--- src/rtl/csam_pkg.sv ---
// Shared helpers for the pipelined carry-save array multiplier:
// stage count, product width and the Baugh-Wooley correction constant.
package csam_pkg;

    // Widest product the correction-constant helper can describe.
    localparam int CSAM_MAX_P_W = 128;

    // Product width: a full-width product never overflows.
    function automatic int csam_p_w(input int a_w, input int b_w);
        return a_w + b_w;
    endfunction

    // Number of carry-save reduction stages (ceil of rows / rows per stage).
    function automatic int csam_stages(input int b_w, input int rows_per_stage);
        return (b_w + rows_per_stage - 1) / rows_per_stage;
    endfunction

    // Constant folded into the carry-save vector for two's-complement operands.
    // Inverting the single-MSB partial products turns each negative weight -x
    // into ~x - 1; summing those -1 terms and the sign weight gives
    // 2^(a_w-1) + 2^(b_w-1) + 2^(a_w+b_w-1) mod 2^(a_w+b_w).
    // With square operands the first two terms merge into 2^a_w.
    function automatic logic [CSAM_MAX_P_W-1:0] csam_bw_const(input int a_w, input int b_w);
        logic [CSAM_MAX_P_W-1:0] k;
        k = (CSAM_MAX_P_W'(1) << (a_w - 1))
          + (CSAM_MAX_P_W'(1) << (b_w - 1))
          + (CSAM_MAX_P_W'(1) << (a_w + b_w - 1));
        return k;
    endfunction

endpackage

--- src/rtl/csam_stage.sv ---
// One registered carry-save reduction stage: folds ROW_CNT partial-product
// rows, starting at multiplier bit FIRST_ROW, into the (sum, carry) pair
// with full-adder rows only, and forwards operands, mode and tag.
module csam_stage
    import csam_pkg::*;
#(
    parameter int A_W       = 16,
    parameter int B_W       = 12,
    parameter int TAG_W     = 4,
    parameter int FIRST_ROW = 0,
    parameter int ROW_CNT   = 4
) (
    input  logic                   clk,
    input  logic                   reset,
    input  logic                   en,
    input  logic                   src_valid,
    input  logic [A_W-1:0]         src_a,
    input  logic [B_W-1:0]         src_b,
    input  logic                   src_tc,
    input  logic [TAG_W-1:0]       src_tag,
    input  logic [A_W+B_W-1:0]     src_sum,
    input  logic [A_W+B_W-1:0]     src_carry,
    output logic                   valid,
    output logic [A_W-1:0]         a,
    output logic [B_W-1:0]         b,
    output logic                   tc,
    output logic [TAG_W-1:0]       tag,
    output logic [A_W+B_W-1:0]     sum,
    output logic [A_W+B_W-1:0]     carry
);

    localparam int P_W = csam_p_w(A_W, B_W);

    logic [P_W-1:0] sum_nx;
    logic [P_W-1:0] carry_nx;
    logic [P_W-1:0] row;
    logic [P_W-1:0] sum_t;
    logic [P_W-1:0] carry_t;

    // Compress each partial-product row into the carry-save pair (3:2 per bit).
    always_comb begin
        sum_nx   = src_sum;
        carry_nx = src_carry;
        row      = '0;
        sum_t    = '0;
        carry_t  = '0;
        for (int r = 0; r < ROW_CNT; r++) begin
            row = '0;
            for (int i = 0; i < A_W; i++) begin
                // In signed mode bits with exactly one operand MSB are inverted.
                row[FIRST_ROW + r + i] = (src_a[i] & src_b[FIRST_ROW + r])
                    ^ (src_tc & ((i == A_W - 1) != (FIRST_ROW + r == B_W - 1)));
            end
            sum_t    = sum_nx ^ carry_nx ^ row;
            carry_t  = ((sum_nx & carry_nx) | (sum_nx & row) | (carry_nx & row)) << 1;
            sum_nx   = sum_t;
            carry_nx = carry_t;
        end
    end

    // Stage register; frozen while the pipeline is stalled.
    always_ff @(posedge clk) begin
        if (!reset) begin
            valid <= 1'b0;
            a     <= '0;
            b     <= '0;
            tc    <= 1'b0;
            tag   <= '0;
            sum   <= '0;
            carry <= '0;
        end else if (en) begin
            valid <= src_valid;
            a     <= src_a;
            b     <= src_b;
            tc    <= src_tc;
            tag   <= src_tag;
            sum   <= sum_nx;
            carry <= carry_nx;
        end
    end

endmodule

--- src/rtl/csam_pipe_multiplier.sv ---
// Pipelined carry-save array multiplier: RS reduction stages followed by a
// registered carry-propagate add. One global stall freezes every stage.
module csam_pipe_multiplier
    import csam_pkg::*;
#(
    parameter int A_W            = 16,
    parameter int B_W            = 12,
    parameter int ROWS_PER_STAGE = 4,
    parameter int TAG_W          = 4
) (
    input  logic                   clk,
    input  logic                   reset,
    input  logic                   in_valid,
    output logic                   in_ready,
    input  logic [A_W-1:0]         in_a,
    input  logic [B_W-1:0]         in_b,
    input  logic                   in_tc,
    input  logic [TAG_W-1:0]       in_tag,
    output logic                   out_valid,
    input  logic                   out_ready,
    output logic [A_W+B_W-1:0]     out_p,
    output logic [TAG_W-1:0]       out_tag
);

    localparam int P_W = csam_p_w(A_W, B_W);
    localparam int RS  = csam_stages(B_W, ROWS_PER_STAGE);
    localparam logic [P_W-1:0] BW_K = P_W'(csam_bw_const(A_W, B_W));

    logic           stall;
    logic           vld_s   [RS+1];
    logic [A_W-1:0] a_s     [RS+1];
    logic [B_W-1:0] b_s     [RS+1];
    logic           tc_s    [RS+1];
    logic [TAG_W-1:0] tag_s [RS+1];
    logic [P_W-1:0] sum_s   [RS+1];
    logic [P_W-1:0] carry_s [RS+1];

    assign stall    = out_valid & ~out_ready;
    assign in_ready = reset & ~stall;

    // Stage 0 starts from the signed-mode correction constant (or zero).
    assign vld_s[0]   = in_valid & in_ready;
    assign a_s[0]     = in_a;
    assign b_s[0]     = in_b;
    assign tc_s[0]    = in_tc;
    assign tag_s[0]   = in_tag;
    assign sum_s[0]   = in_tc ? BW_K : '0;
    assign carry_s[0] = '0;

    for (genvar g = 0; g < RS; g++) begin : g_stage
        localparam int FIRST = g * ROWS_PER_STAGE;
        localparam int LAST  = ((g + 1) * ROWS_PER_STAGE < B_W) ? (g + 1) * ROWS_PER_STAGE : B_W;

        csam_stage #(
            .A_W       (A_W),
            .B_W       (B_W),
            .TAG_W     (TAG_W),
            .FIRST_ROW (FIRST),
            .ROW_CNT   (LAST - FIRST)
        ) u_stage (
            .clk       (clk),
            .reset     (reset),
            .en        (~stall),
            .src_valid (vld_s[g]),
            .src_a     (a_s[g]),
            .src_b     (b_s[g]),
            .src_tc    (tc_s[g]),
            .src_tag   (tag_s[g]),
            .src_sum   (sum_s[g]),
            .src_carry (carry_s[g]),
            .valid     (vld_s[g+1]),
            .a         (a_s[g+1]),
            .b         (b_s[g+1]),
            .tc        (tc_s[g+1]),
            .tag       (tag_s[g+1]),
            .sum       (sum_s[g+1]),
            .carry     (carry_s[g+1])
        );
    end

    // Final carry-propagate add into the output register; holds during stall.
    always_ff @(posedge clk) begin
        if (!reset) begin
            out_valid <= 1'b0;
            out_p     <= '0;
            out_tag   <= '0;
        end else if (!stall) begin
            out_valid <= vld_s[RS];
            out_p     <= sum_s[RS] + carry_s[RS];
            out_tag   <= tag_s[RS];
        end
    end

endmodule

--- config.mk ---
export PLATFORM = sky130hd
export DESIGN_NAME = csam_pipe_multiplier
export DESIGN_NICKNAME = d
export VERILOG_FILES = /design/src/rtl/csam_pkg.sv /design/src/rtl/csam_stage.sv /design/src/rtl/csam_pipe_multiplier.sv
export SDC_FILE = /design/constraint.sdc
export NUM_CORES = 1
export LEC_CHECK = 0
export BUFFER_PORTS_ARGS = -buffer_cell sky130_fd_sc_hd__clkbuf_2
export CAP_MARGIN = 10
export CORE_ASPECT_RATIO = 1.4
export CORE_MARGIN = 2
export CORE_UTILIZATION = 40
export CTS_BUF_LIST = sky130_fd_sc_hd__clkbuf_16
export CTS_CLUSTER_SIZE = 25
export DETAILED_ROUTE_END_ITERATION = 16
export SYNTH_ARGS = -nofsm -noshare
export SYNTH_HDL_FRONTEND = slang
export SYNTH_SLANG_ARGS = --single-unit
--- constraint.sdc ---
create_clock -name clk -period 3.2 [get_ports clk]
set_input_delay 0.32 -clock clk [delete_from_list [all_inputs] [get_ports clk]]
set_output_delay 0.32 -clock clk [all_outputs]
set_load 0.005 [all_outputs]
==> flow_metrics.env <==
export IMPL_status="complete, no violations"
export IMPL_finalNetCount=1851
export IMPL_yosysWarnings=0
export IMPL_fin_area_um2=14800
export IMPL_synth_fp_nets=1832
export IMPL_cp_max_fo=17
export IMPL_grt_pass1_wl_um=48100
export IMPL_period_share_pct=90.3
export IMPL_numCtsBuffers=22
export IMPL_hold_class="input pin to register"
export IMPL_crit_chain="and2_1, fa_1, inv_1, fa_1, inv_1, fa_1, fa_1, nand2_1, a21oi_1"
export IMPL_multi_input_area_um2=8080
export IMPL_timing_rr_end="g_stage[1].u_stage.sum[10]"
export IMPL_track_usage_pct=16.5
export IMPL_r2r_cells=9
export IMPL_clkLatencyLatePin_ps=510
export IMPL_pin_count=71
export IMPL_synth_area_um2=13300
export IMPL_route_detailed_drc=0
export IMPL_grt_ovfl_total=0
export IMPL_die_area_um2=34800
export IMPL_power_total_mw=7.21
export IMPL_worstSetupPathType="register to register"
export IMPL_dp_cells=2041
export IMPL_grt_max_degree=169
export IMPL_antenna_found_initial=0
export IMPL_rr_startpoint="g_stage[0].u_stage.b[4]"
export IMPL_wl_um=27600
export IMPL_arrival_ps=3330
export IMPL_drive_gt1_share_pct=8.32
export IMPL_worst_pin_slew_ps=779
export IMPL_die_y_um=220
export IMPL_startpoint_type="register"
export IMPL_first_iter_violations=384
export IMPL_synth_avg_cell_area_um2=8.32
export IMPL_vias=9870
export IMPL_ant_nets=0
export IMPL_postCtsSetupBuffers=0
export IMPL_cp_required_ps=3640
export IMPL_startpoint="g_stage[0].u_stage.b[4]"
export IMPL_finalNonFillerCells=2080
export IMPL_clock_fmax_ghz=0.346
export IMPL_synthFlopType="dfxtp_1"
export IMPL_die_x_um=158
export IMPL_cts_buffer_depth=3
export IMPL_root_buffer="clkbuf_16"
export IMPL_dp_hpwl_um=20200
export IMPL_htreeDepth=1
export IMPL_p_leak_nw=6.49
export IMPL_start_util_pct=40.3
export IMPL_io_buffers=70
export IMPL_rows=79
export IMPL_end_kind="register"
export IMPL_critPathSlowestCell="fa_1"
export IMPL_min_period_ps=2890
export IMPL_vias_per_cell=4.75
export IMPL_async_reset_ff_share_pct=0
export IMPL_crit_path_end="g_stage[1].u_stage.sum[10]"
export IMPL_cp_num_buf_inv=2
export IMPL_syn_inst=1601
export IMPL_setup_viol=0
export IMPL_maxCapViolations=0
export IMPL_synth_seq_cells=212
export IMPL_place_area_um2=14100
export IMPL_grt_pass1_vias=9891
export IMPL_place_congestion=0.836
export IMPL_cp_num_cells=9
export IMPL_nFillCells=3422
export IMPL_first_pass_iters=6
export IMPL_synth_edf_count=0
export IMPL_p_per_area_nw_per_um2=487
export IMPL_antennaDiodeCount=0
export IMPL_core_area_um2=33000
export IMPL_fin_tns_setup_ps=0
export IMPL_peakVddDrop_v=0.000282
export IMPL_r2r_slack_ps=310
export IMPL_hold_viol=0
export IMPL_cts_sinks=212
export IMPL_cp_top_family="adder cells"
export IMPL_slew_violations=0
export IMPL_slowest_delay_ps=490
export IMPL_setup_ws_ps=309
export IMPL_slew_headroom_pct=48.1
export IMPL_regArea_um2=4250
export IMPL_ys_types=52
export IMPL_holdBufCountCts=0
export IMPL_skew_ps=8.74
export IMPL_crit_path_frequent_cell="fa_1"
export IMPL_ys_seq_area_share_pct=31.9
export IMPL_rsz0062_at_grt="no"
export IMPL_synthToLayoutAreaGrowth_pct=11.3
export IMPL_place_ws_ps=112
export IMPL_clk_pin_slew_ps=60
export IMPL_cts_tree="done"
export IMPL_wire_per_inst_um=13.3
[layout make-up]
class	count	share of cell area (%)
inverter	171	4.37
sequential	212	28.7
timing repair buffer	88	3.61
clock inverter	16	1.18
tap	445	3.76
clock buffer	23	3.88
multi-input combinational	1125	54.5
[worst reg2reg max path: cells and delay by family, from the launching register on]
family / cells / cell delay (ps)
and+or+nand+nor: 2 / 230
adders and majority gates: 4 / 1940
DFF: 1 / 400
buffers and inverters: 2 / 110
AOI/OAI and AO/OA: 1 / 140
[layer usage]
| metal | track usage [%] | wire length (um) | vias up |
|---|---|---|---|
| li1 | - | - | 5008 |
| met1 | 21.2 | 12600 | 4701 |
| met2 | 29.4 | 13700 | 119 |
| met3 | 1.83 | 739 | 42 |
| met4 | 4.41 | 593 | 0 |
| met5 | 0 | 0 | - |
[cell usage in the layout (no fill, tap or decap), types with 4 or more instances in the layout]
master	n
nand2_1	476
dfxtp_1	210
a21oi_1	206
inv_1	174
fa_1	152
and2_1	107
clkbuf_2	70
ha_1	42
xnor2_1	27
clkbuf_16	23
nand3_1	18
nor2_1	14
buf_4	14
o21ai_0	10
a211oi_1	9
a21o_1	8
nor3_1	6
and3_1	5
o211ai_1	4
bufinv_16	4
clkinv_2	4
buf_12	4
[worst min path at each step]
stage | startpoint | end | slack (ps) | cells after the start
after floorplan | g_stage[0].u_stage.b[10] | g_stage[0].u_stage.b[10] | 430 | 2
after global placement | g_stage[1].u_stage.tag[3] | g_stage[1].u_stage.tag[3] | 440 | 2
after detailed placement | g_stage[1].u_stage.tag[3] | g_stage[1].u_stage.tag[3] | 440 | 2
after CTS | in_tag[0] | g_stage[0].u_stage.tag[0] | 10 | 3
after global routing | in_b[8] | g_stage[0].u_stage.b[8] | 20 | 3
final | in_tag[0] | g_stage[0].u_stage.tag[0] | 30 | 3
[registers in the layout (all words and copies together) (netlist names)]
signal                 count
g_stage.u_stage.valid      3
out_valid                  1
g_stage.u_stage.a         32
out_p                     28
g_stage.u_stage.b         12
g_stage.u_stage.carry     48
out_tag                    4
g_stage.u_stage.sum       70
g_stage.u_stage.tag       12
g_stage.u_stage.tc         2
[where the power goes]
group | internal [mW] | switching (mW)
logic | 0.621 | 0.805
clock network | 1.62 | 1.07
registers | 2.90 | 0.200
[stage by stage]
| stage | util, % | hold WS (ps) |
|---|---|---|
| final | 44.9 | 31.2 |
| after global routing | 44.9 | 22.7 |
| after CTS | 44.9 | 10.5 |
| after detailed placement | 42.6 | 443 |
| after global placement | 42.6 | 438 |
| after floorplan | - | 432 |
[cell families (layout without fill, tap and decap cells)]
family	Yosys count	count (layout)	share of synthesized area, %
DFF	212	212	31.9
AOI/OAI and AO/OA	259	259	11.0
buffers and inverters	264	298	7.55
adders and majority gates	194	194	26.8
xor gates and xnor gates	28	28	1.84
and+or+nand+nor	644	644	21.0
[synth_stat cells (all sizes together) (10+ instances only)]
cell type,n,area share [%]
fa,152,23
a21oi,206,7.7
nor2,14,0.39
clkbuf,80,2.3
nand3,19,0.75
inv,171,4.8
ha,42,3.9
dfxtp,212,32
o21ai,10,0.38
buf,13,0.48
xnor2,27,1.8
and2,108,5.1
nand2,476,13
[repair_timing]
action,in CTS,in global routing
gates resized for setup,0,2
hold endpoints to repair,0,0
endpoints found under the setup margin,0,15
Power figures use the tool's default switching activity.
